[src/rtl/voice_alloc.sv]
// voice_alloc: polyphonic note-to-voice allocator with retrigger, lowest-free and LRU-steal policy.
// Each event is scanned over NUM_VOICES cycles and applied in one more, so the block is busy N+1 cycles.
module voice_alloc #(
   parameter int NUM_VOICES = 4,
   parameter int IDX_BW     = 2
) (
   input  logic                    clk_i,
   input  logic                    nrst_i,
   input  logic                    evValid_i,
   output logic                    evReady_o,
   input  logic                    evNoteOn_i,
   input  logic [7:0]              evNote_i,
   input  logic                    allOff_i,
   output logic [8*NUM_VOICES-1:0] voiceNote_o,
   output logic [NUM_VOICES-1:0]   voiceEnable_o,
   output logic [NUM_VOICES-1:0]   voicePhaseRst_o,
   output logic [IDX_BW:0]         activeCnt_o
);
   typedef enum logic [1:0] {IDLE, SCAN, APPLY} state_t;
   state_t                r_state;
   logic [IDX_BW-1:0]     r_scan_idx, r_match_idx, r_free_idx, r_old_idx, r_old_age;
   logic                  r_match_found, r_free_found, r_old_found, r_ev_on;
   logic [7:0]            r_ev_note;
   logic [7:0]            r_note [NUM_VOICES];
   logic [IDX_BW-1:0]     r_age [NUM_VOICES];
   logic [NUM_VOICES-1:0] r_en, r_prst;
   logic [IDX_BW:0]       r_cnt;
   logic [7:0]            w_note_nx [NUM_VOICES];
   logic [IDX_BW-1:0]     w_age_nx [NUM_VOICES];
   logic [NUM_VOICES-1:0] w_en_nx, w_prst_nx;
   logic [IDX_BW:0]       w_cnt_nx;
   logic [IDX_BW-1:0]     w_tgt;
   logic                  w_apply, w_hit;
   assign w_tgt   = r_match_found ? r_match_idx : (r_free_found ? r_free_idx : r_old_idx);
   // notes above 127 run the full sequence but never touch the voices
   assign w_apply = (r_state == APPLY) && !r_ev_note[7];
   assign w_hit   = r_en[r_scan_idx] && (r_note[r_scan_idx] == r_ev_note);
   always_comb begin
      w_note_nx = r_note;
      w_age_nx  = r_age;
      w_en_nx   = r_en;
      w_prst_nx = '0;
      w_cnt_nx  = '0;
      if (allOff_i)
         w_en_nx = '0;
      else if (w_apply && r_ev_on) begin
         w_note_nx[w_tgt] = r_ev_note;
         w_en_nx[w_tgt]   = 1'b1;
         w_prst_nx[w_tgt] = 1'b1;
         for (int i = 0; i < NUM_VOICES; i++)
            w_age_nx[i] = (IDX_BW'(i) == w_tgt) ? '0 :
                          (r_age[i] < r_age[w_tgt]) ? r_age[i] + 1'b1 : r_age[i];
      end else if (w_apply) begin
         for (int i = 0; i < NUM_VOICES; i++)
            if (r_en[i] && r_note[i] == r_ev_note) w_en_nx[i] = 1'b0;
      end
      for (int i = 0; i < NUM_VOICES; i++)
         w_cnt_nx = w_cnt_nx + (IDX_BW+1)'(w_en_nx[i]);
   end
   always_ff @(posedge clk_i or negedge nrst_i) begin
      if (!nrst_i) begin
         r_state       <= IDLE;
         r_scan_idx    <= '0;
         r_match_idx   <= '0;
         r_free_idx    <= '0;
         r_old_idx     <= '0;
         r_old_age     <= '0;
         r_match_found <= 1'b0;
         r_free_found  <= 1'b0;
         r_old_found   <= 1'b0;
         r_ev_on       <= 1'b0;
         r_ev_note     <= '0;
         r_en          <= '0;
         r_prst        <= '0;
         r_cnt         <= '0;
         for (int i = 0; i < NUM_VOICES; i++) begin
            r_note[i] <= '0;
            r_age[i]  <= IDX_BW'(i);
         end
      end else begin
         r_note <= w_note_nx;
         r_age  <= w_age_nx;
         r_en   <= w_en_nx;
         r_prst <= w_prst_nx;
         r_cnt  <= w_cnt_nx;
         if (allOff_i)
            r_state <= IDLE;
         else case (r_state)
            IDLE: if (evValid_i) begin
               r_state       <= SCAN;
               r_ev_on       <= evNoteOn_i;
               r_ev_note     <= evNote_i;
               r_scan_idx    <= '0;
               r_match_found <= 1'b0;
               r_free_found  <= 1'b0;
               r_old_found   <= 1'b0;
            end
            SCAN: begin
               if (w_hit && !r_match_found) begin
                  r_match_found <= 1'b1;
                  r_match_idx   <= r_scan_idx;
               end
               if (!r_en[r_scan_idx] && !r_free_found) begin
                  r_free_found <= 1'b1;
                  r_free_idx   <= r_scan_idx;
               end
               if (r_en[r_scan_idx] && (!r_old_found || r_age[r_scan_idx] > r_old_age)) begin
                  r_old_found <= 1'b1;
                  r_old_idx   <= r_scan_idx;
                  r_old_age   <= r_age[r_scan_idx];
               end
               r_scan_idx <= r_scan_idx + 1'b1;
               if (r_scan_idx == IDX_BW'(NUM_VOICES-1)) r_state <= APPLY;
            end
            default: r_state <= IDLE;
         endcase
      end
   end
   assign evReady_o       = (r_state == IDLE);
   assign voiceEnable_o   = r_en;
   assign voicePhaseRst_o = r_prst;
   assign activeCnt_o     = r_cnt;
   genvar g;
   for (g = 0; g < NUM_VOICES; g++) begin : g_note
      assign voiceNote_o[8*g +: 8] = r_note[g];
   end
endmodule

[config.mk]
export PLATFORM = sky130hd
export DESIGN_NAME = voice_alloc
export DESIGN_NICKNAME = d
export VERILOG_FILES = /design/src/rtl/voice_alloc.sv
export SDC_FILE = /design/constraint.sdc
export NUM_CORES = 1
export LEC_CHECK = 0
export BUFFER_PORTS_ARGS = -buffer_cell sky130_fd_sc_hd__buf_2
export CAP_MARGIN = 10
export CORE_UTILIZATION = 54
export CTS_CLUSTER_DIAMETER = 150
export DETAILED_ROUTE_END_ITERATION = 10
export HOLD_SLACK_MARGIN = 0.1
export PLACE_DENSITY = 0.84
export SYNTH_ARGS = -nofsm -noshare
export SYNTH_HDL_FRONTEND = slang
export SYNTH_SLANG_ARGS = --single-unit
[constraint.sdc]
create_clock -name clk_i -period 5.7 [get_ports clk_i]
set_input_delay 1.425 -clock clk_i [delete_from_list [all_inputs] [get_ports clk_i]]
set_output_delay 1.425 -clock clk_i [all_outputs]
set_load 0.005 [all_outputs]
==> results of run 1 <==
[worst max-delay path by stage]
| stage | to | slack [ns] | start |
|---|---|---|---|
| after detailed placement | activeCnt_o[1] | 2.17 | r_free_found |
| final | activeCnt_o[1] | 2.13 | r_free_found |
| after floorplan | activeCnt_o[1] | 2.76 | allOff_i |
| after global placement | r_ev_note[2] | 2.26 | allOff_i |
| after CTS | activeCnt_o[1] | 2.11 | r_free_found |
| after global routing | activeCnt_o[1] | 2.04 | r_free_found |
[layout make-up]
type	instances	share of cell area, %
Timing Repair Buffer	57	6.378
Clock inverter	7	1.692
Tap cell	96	2.662
Clock buffer	9	2.745
Inverter	10	0.8319
Multi-Input combinational cell	245	43.98
Sequential cell	75	41.71
[flip-flops by register name, indices dropped and copies added, names as in the netlist, 2 cells and up]
register	flops
voiceNote_o	32
r_age	8
r_ev_note	8
voiceEnable_o	4
voicePhaseRst_o	4
activeCnt_o	3
r_free_idx	2
r_match_idx	2
r_old_age	2
r_old_idx	2
r_scan_idx	2
r_state	2
[through the flow]
step           hold slack [ns]  utilization (%)
6_report                0.5105            64.62
3_3_place_gp            0.4912            61.76
3_5_place_dp            0.4925            61.76
4_1_cts                 0.5106            64.62
5_1_grt                 0.5310            64.62
2_1_floorplan           0.4750                -
[power by group]
group	internal [mW]	switching (mW)
clock	0.205	0.216
sequential	0.559	0.0789
combinational	0.0939	0.0956
[per-layer routing]
metal  GRT usage, %  up-vias
met2          44.82      114
li1               -     1346
met5              0        -
met1          34.81     1452
met4          10.28        0
met3          5.372       19
[worst reg2reg max path, delay by kind of cell (launching register included)]
kind / cells / cell delay [ns]
compound gates: 2 / 0.54
fa+ha+maj: 3 / 0.95
flops: 1 / 0.43
mux: 2 / 1.22
simple gates: 1 / 0.31
[synthesized netlist by cell type, drive strengths merged]
master / n / area, µm²
a21o: 1 / 7.510
a21oi: 11 / 55.05
a22o: 2 / 17.52
a311oi: 4 / 35.03
a32o: 1 / 10.01
and2: 4 / 25.02
and3: 1 / 6.260
and4bb: 1 / 12.51
buf: 6 / 36.28
clkbuf: 13 / 48.80
dfrtp: 71 / 1777
dfstp: 4 / 105.1
fa: 1 / 20.02
ha: 9 / 112.6
inv: 10 / 37.54
mux2: 38 / 427.9
mux2i: 13 / 130.1
mux4: 9 / 217.7
nand2: 37 / 138.9
nand2b: 2 / 12.51
nand3: 3 / 15.01
nand4b: 1 / 8.760
nor2: 13 / 48.80
nor2b: 5 / 31.28
nor3: 11 / 65.06
nor3b: 2 / 15.01
nor4: 12 / 81.33
nor4b: 2 / 17.52
o211ai: 3 / 22.52
o21a: 2 / 15.01
o21ai: 17 / 85.08
o221ai: 2 / 17.52
o22a: 1 / 8.760
xnor2: 4 / 35.03
xor2: 33 / 289.0
[cell families after synthesis]
group | synth area share [%]
simple gates | 11.98
flops | 47.18
mux | 19.45
compound gates | 6.869
xor+xnor | 8.124
buf+inv | 3.074
fa+ha+maj | 3.325
==> impl_metrics.ini, run 1 <==
[worst_setup_path]
critPathMostFrequentCell = sky130_fd_sc_hd__ha_1
reg2reg_setup_slack_ns = 2.13
cp.required_ns = 5.94
critPathMaxFanout = 12
timing.rr.start = r_free_found
r2r.worst_path.cells = 8
regToRegEndpoint = activeCnt_o[1]
crit_path_top_delay_cell = sky130_fd_sc_hd__mux2i_1
critical-path-top-delay-family = multiplexers
crit_arrival_ns = 3.81
crit_path_start_kind = flip-flop
worst-setup-path-type = flip-flop to flip-flop
critPathBufInv = 0
endpoint_kind = flip-flop
path_cells = mux2_2, mux2i_1, and2_1, a21oi_1, a311oi_1, fa_1, ha_1, ha_1
cpPeakStageDelay_ns = 0.86
timing.critical_path.depth = 8

[timing]
setup_tns_ns = 0
max_slew_margin_vs_limit_pct = 18.98
postLayoutSetupSlackWorst_ns = 2.132
finalHoldViolCount = 0
layout_worst_path_cycle_share_pct = 62.60
max_slew_violations = 0
rsz0062_at_grt = no
clock_skew_ns = 0.007443
tightestPinTransition_ns = 1.211
final.min_clock_period_ns = 3.568
setup_viol = 0
achievable-frequency_mhz = 280.3

[clocking]
h-tree-depth = 3
worstSkewPairLatency_ns = 0.36
cts-hold-fix-buffers = 0
reg_clk_slew_reported_paths_ns = 0.08
cts.repair.resized = 0
cts_setup_buffers = 0
cts-root-to-sink-buffers = 2
clockRootBuffer = sky130_fd_sc_hd__clkbuf_8
cts.sinks = 75
tritoncts = done
numCtsBuffers = 9

[power]
report.power.total_mw = 1.248
power.static_leakage_nw = 2.284
power.density_mw_per_mm2 = 276.5
vdd_drop_max_v = 0.0001627

[worst_hold_path]
timing.hold.worst_endpoint = r_old_idx[1]
hold_start = r_old_idx[1]
holdPathStages = 1
min_path_type = flip-flop to flip-flop

[layout]
antenna_cells_inserted = 0
most-common-layout-cells = sky130_fd_sc_hd__dfrtp_1 (71), sky130_fd_sc_hd__buf_2 (56), sky130_fd_sc_hd__mux2_2 (38), sky130_fd_sc_hd__nand2_1 (37), sky130_fd_sc_hd__xor2_1 (33)
area.sequential_mm2 = 0.001882
area_delta_synth_final_pct = 13.11
finalNonFillerCells = 499
stdcell_area_mm2 = 0.004512
final_layout_size_suffix_gt1_share_pct = 30.77
most_common_library_cell_in_the_layout_ignoring_fill_and_taps = sky130_fd_sc_hd__dfrtp_1
multiInputGateArea_mm2 = 0.001984
nets = 421
n_fill_cell = 578

[place]
placedInstanceArea_mm2 = 0.004312
place.detailed.hpwl_mm = 6.584
port_buffers = 56
place.gp.congestion = 0.8454
placed_cells = 483
place_worst_setup_slack_ns = 2.168

[synth]
synthesis.area_mm2 = 0.003989
mappedNetlistNets = 372
yosysWarnings = 0
postSynthCellCount = 349
synth-seq-cells = 75
post_synth_num_cell_types = 39
synth_seq_area_share_pct = 47.18
post_synth.cell_area_avg_um2 = 11.43

[floorplan]
fp.dieW_um = 87.95
std_cell_rows = 30
floorplan.initialDensity_pct = 57.13
io-pin-count = 57
floorplan.die_area_mm2 = 0.007734
die_h_um = 87.95
core_area_mm2 = 0.006982

[drt]
remaining_drc_errors = 0
detailroute.wirelength.met2_mm = 4.704
wl_on_met1_mm = 4.004
top_layer = met4
wirelength_mm = 9.409
avgViaCountPerCell = 5.874
route.vias.total = 2931
firstDrtPassIters = 4
route.met3.wl_um = 529
route.detailed.wl_per_inst_um = 18.86
ant_nets = 0
dr.first_iter.drc_count = 207

[status]
run_status = finished, final reports clean

[grt]
globalRouteTotalUtil_pct = 26.89
grt_pass1_vias = 2970
pin_count_of_the_biggest_net_entering_global_routing = 48
first_pass_grt_wire_length_mm = 15.14
antenna_violations_before_repair = 0
global_route.overflow_total = 0

[job]
cap_violations = 0
Power figures use the tool's default switching activity.
==> run 2: changes to the inputs <==
--- a/config.mk
+++ b/config.mk
@@ -5,9 +5,10 @@
 export SDC_FILE = /design/constraint.sdc
 export NUM_CORES = 1
 export LEC_CHECK = 0
+export ABC_AREA = 1
 export BUFFER_PORTS_ARGS = -buffer_cell sky130_fd_sc_hd__buf_2
 export CAP_MARGIN = 10
-export CORE_UTILIZATION = 54
+export CORE_UTILIZATION = 52
 export CTS_CLUSTER_DIAMETER = 150
 export DETAILED_ROUTE_END_ITERATION = 10
 export HOLD_SLACK_MARGIN = 0.1
==> constraint.sdc (replaced) <==
create_clock -name clk_i -period 3.06 [get_ports clk_i]
set_input_delay 0.765 -clock clk_i [delete_from_list [all_inputs] [get_ports clk_i]]
set_output_delay 0.765 -clock clk_i [all_outputs]
set_load 0.005 [all_outputs]
==> impl_metrics.ini, run 2 <==
[drt]
avgViaCountPerCell = 5.517
ant_nets = 0
remaining_drc_errors = 0
route.vias.total = 3735
route.detailed.wl_per_inst_um = 16.22
firstDrtPassIters = 5
wirelength_mm = 10.98
dr.first_iter.drc_count = 239

[worst_hold_path]
timing.hold.worst_endpoint = r_age[0]
min_path_type = flip-flop to flip-flop
hold_start = r_age[0]
holdPathStages = 2

[clocking]
tritoncts = done
numCtsBuffers = 9
reg_clk_slew_reported_paths_ns = 0.07
cts-root-to-sink-buffers = 2
cts-hold-fix-buffers = 0
cts_setup_buffers = 0
cts.repair.resized = 0
cts.sinks = 75
clockRootBuffer = sky130_fd_sc_hd__clkbuf_8
h-tree-depth = 3
worstSkewPairLatency_ns = 0.35

[timing]
layout_worst_path_cycle_share_pct = 86.47
final.min_clock_period_ns = 2.646
setup_tns_ns = 0
setup_viol = 0
max_slew_margin_vs_limit_pct = 37.79
finalHoldViolCount = 0
achievable-frequency_mhz = 377.9
max_slew_violations = 0
clock_skew_ns = 0.008645
tightestPinTransition_ns = 0.9331
hold-worst-slack_ns = 0.5023
rsz0062_at_grt = no

[worst_setup_path]
endpoint_kind = flip-flop
cp-startpoint = r_ev_note[6]
crit_path_start_kind = flip-flop
crit_arrival_ns = 2.88
path_cells = clkinv_1, nand2_1, o21ai_0, a221oi_1, nand3_1, o21ai_0, a21oi_1, fa_1, ha_1, ha_1
critical-path-top-delay-family = adder cells
cp.required_ns = 3.29
reg2reg_setup_slack_ns = 0.41
cpPeakStageDelay_ns = 0.49
critPathMaxFanout = 10
timing.critical_path.depth = 10
timing.rr.start = r_ev_note[6]
crit_path_top_delay_cell = sky130_fd_sc_hd__fa_1
regToRegEndpoint = activeCnt_o[1]
critPathBufInv = 1
worst-setup-path-type = flip-flop to flip-flop
r2r.worst_path.cells = 10

[synth]
synth_area_leader_cell = sky130_fd_sc_hd__dfrtp_1
postSynthCellCount = 516
synthesis.area_mm2 = 0.004209
synth-seq-cells = 75
mappedNetlistNets = 539
post_synth_num_cell_types = 45
synthTopCellsByCount = sky130_fd_sc_hd__nand2_1 (150), sky130_fd_sc_hd__dfrtp_1 (71), sky130_fd_sc_hd__nand3_1 (44)
synth_top_flop_cell = sky130_fd_sc_hd__dfrtp_1
async_s_r_ff_share_synth_pct = 100.0
synth_edf_count = 0
most_common_cell_in_the_synthesized_netlist = sky130_fd_sc_hd__nand2_1
yosysWarnings = 0
post_synth.cell_area_avg_um2 = 8.157
yosys-top-cells-area = sky130_fd_sc_hd__dfrtp_1 (42%), sky130_fd_sc_hd__nand2_1 (13%), sky130_fd_sc_hd__nand3_1 (5.2%)
synth_seq_area_share_pct = 44.71
netlist.area_leader.share_pct = 42.21

[layout]
largest_reg_flops = 32
antenna_cells_inserted = 0
finalNonFillerCells = 677
area_delta_synth_final_pct = 12.25
n_fill_cell = 728
nets = 594
final_layout_size_suffix_gt1_share_pct = 22.61
fin_util_pct = 60.82
most_common_library_cell_in_the_layout_ignoring_fill_and_taps = sky130_fd_sc_hd__nand2_1
most-common-layout-cells = sky130_fd_sc_hd__nand2_1 (150), sky130_fd_sc_hd__dfrtp_1 (71), sky130_fd_sc_hd__buf_2 (55), sky130_fd_sc_hd__nand3_1 (44), sky130_fd_sc_hd__inv_1 (39)

[floorplan]
floorplan.die_area_mm2 = 0.008458
floorplan.initialDensity_pct = 54.19
io-pin-count = 57
die_h_um = 91.97
std_cell_rows = 32
fp.dieW_um = 91.97
core_area_mm2 = 0.007767

[place]
place.detailed.hpwl_mm = 7.957
placed_cells = 662
port_buffers = 56
place.gp.congestion = 0.9685

[power]
power_frac_seq_pct = 42.3
share_clk_of_total_power_pct = 24.6
power.density_mw_per_mm2 = 624.4
internal_power_mw = 1.817
netSwitchingFraction_pct = 38.40
netSwitchingPower_mw = 1.133
vdd_drop_max_v = 0.0003475
p_comb_share_pct = 33.1
power.static_leakage_nw = 2.430

[grt]
first_pass_grt_wire_length_mm = 17.86
pin_count_of_the_biggest_net_entering_global_routing = 76
globalRouteTotalUtil_pct = 27.88
grt_pass1_vias = 3607
global_route.overflow_total = 0
antenna_violations_before_repair = 0

[job]
cap_violations = 0

[status]
run_status = finished, final reports clean
## run 2: power groups by stage
stage | logic (mW) | registers [mW] | clock network [mW]
finish | 0.977 | 1.25 | 0.726
floorplan | 0.759 | 1.20 | 0
global route | 1.11 | 1.26 | 0.784
global placement | 0.924 | 1.25 | 0
CTS | 0.968 | 1.24 | 0.736
detailed placement | 0.962 | 1.26 | 0
## run 2: stage by stage
step	setup slack, ns	power (mW)	cell area (µm²)
after floorplan	0.7278	1.960	4209
after detailed placement	0.4443	2.224	4543
after CTS	0.4351	2.947	4725
after global routing	0.2997	3.155	4725
after global placement	0.5303	2.177	4543
final	0.4140	2.950	4725
## run 2: cells by family after synthesis
| kind of cell | share of synthesized area, % |
|---|---|
| mux | 0.2675 |
| buf+inv | 7.491 |
| fa+ha+maj | 3.151 |
| xor+xnor | 3.537 |
| simple gates | 27.56 |
| compound gates | 13.29 |
| flops | 44.71 |
## run 2: worst min-delay path, stage by stage (launching register included)
cell and delay, ns:
sky130_fd_sc_hd__dfstp_2 0.38, sky130_fd_sc_hd__nand3_1 0.07, sky130_fd_sc_hd__nand2_1 0.05
## run 2: worst max path at each step
stage	endpoint	slack, ns
after floorplan	activeCnt_o[1]	0.73
after global placement	activeCnt_o[1]	0.53
after detailed placement	activeCnt_o[1]	0.44
after CTS	activeCnt_o[1]	0.44
after global routing	activeCnt_o[1]	0.30
final	activeCnt_o[1]	0.41
## run 2: final cells by class
class,count,area [µm²],area share [%]
Sequential cell,75,1882,39.83
Multi-Input combinational cell,373,2012,42.58
Clock buffer,9,123.9,2.622
Inverter,51,201.4,4.264
Clock inverter,6,57.56,1.218
Tap cell,102,127.6,2.701
Timing Repair Buffer,61,320.3,6.780
## run 2: per-layer routing
| layer | track usage (%) | wire [µm] |
|---|---|---|
| met5 | 0 | 0 |
| met1 | 35.89 | 4765 |
| met4 | 11.20 | 335 |
| met2 | 45.96 | 5208 |
| met3 | 5.721 | 671 |
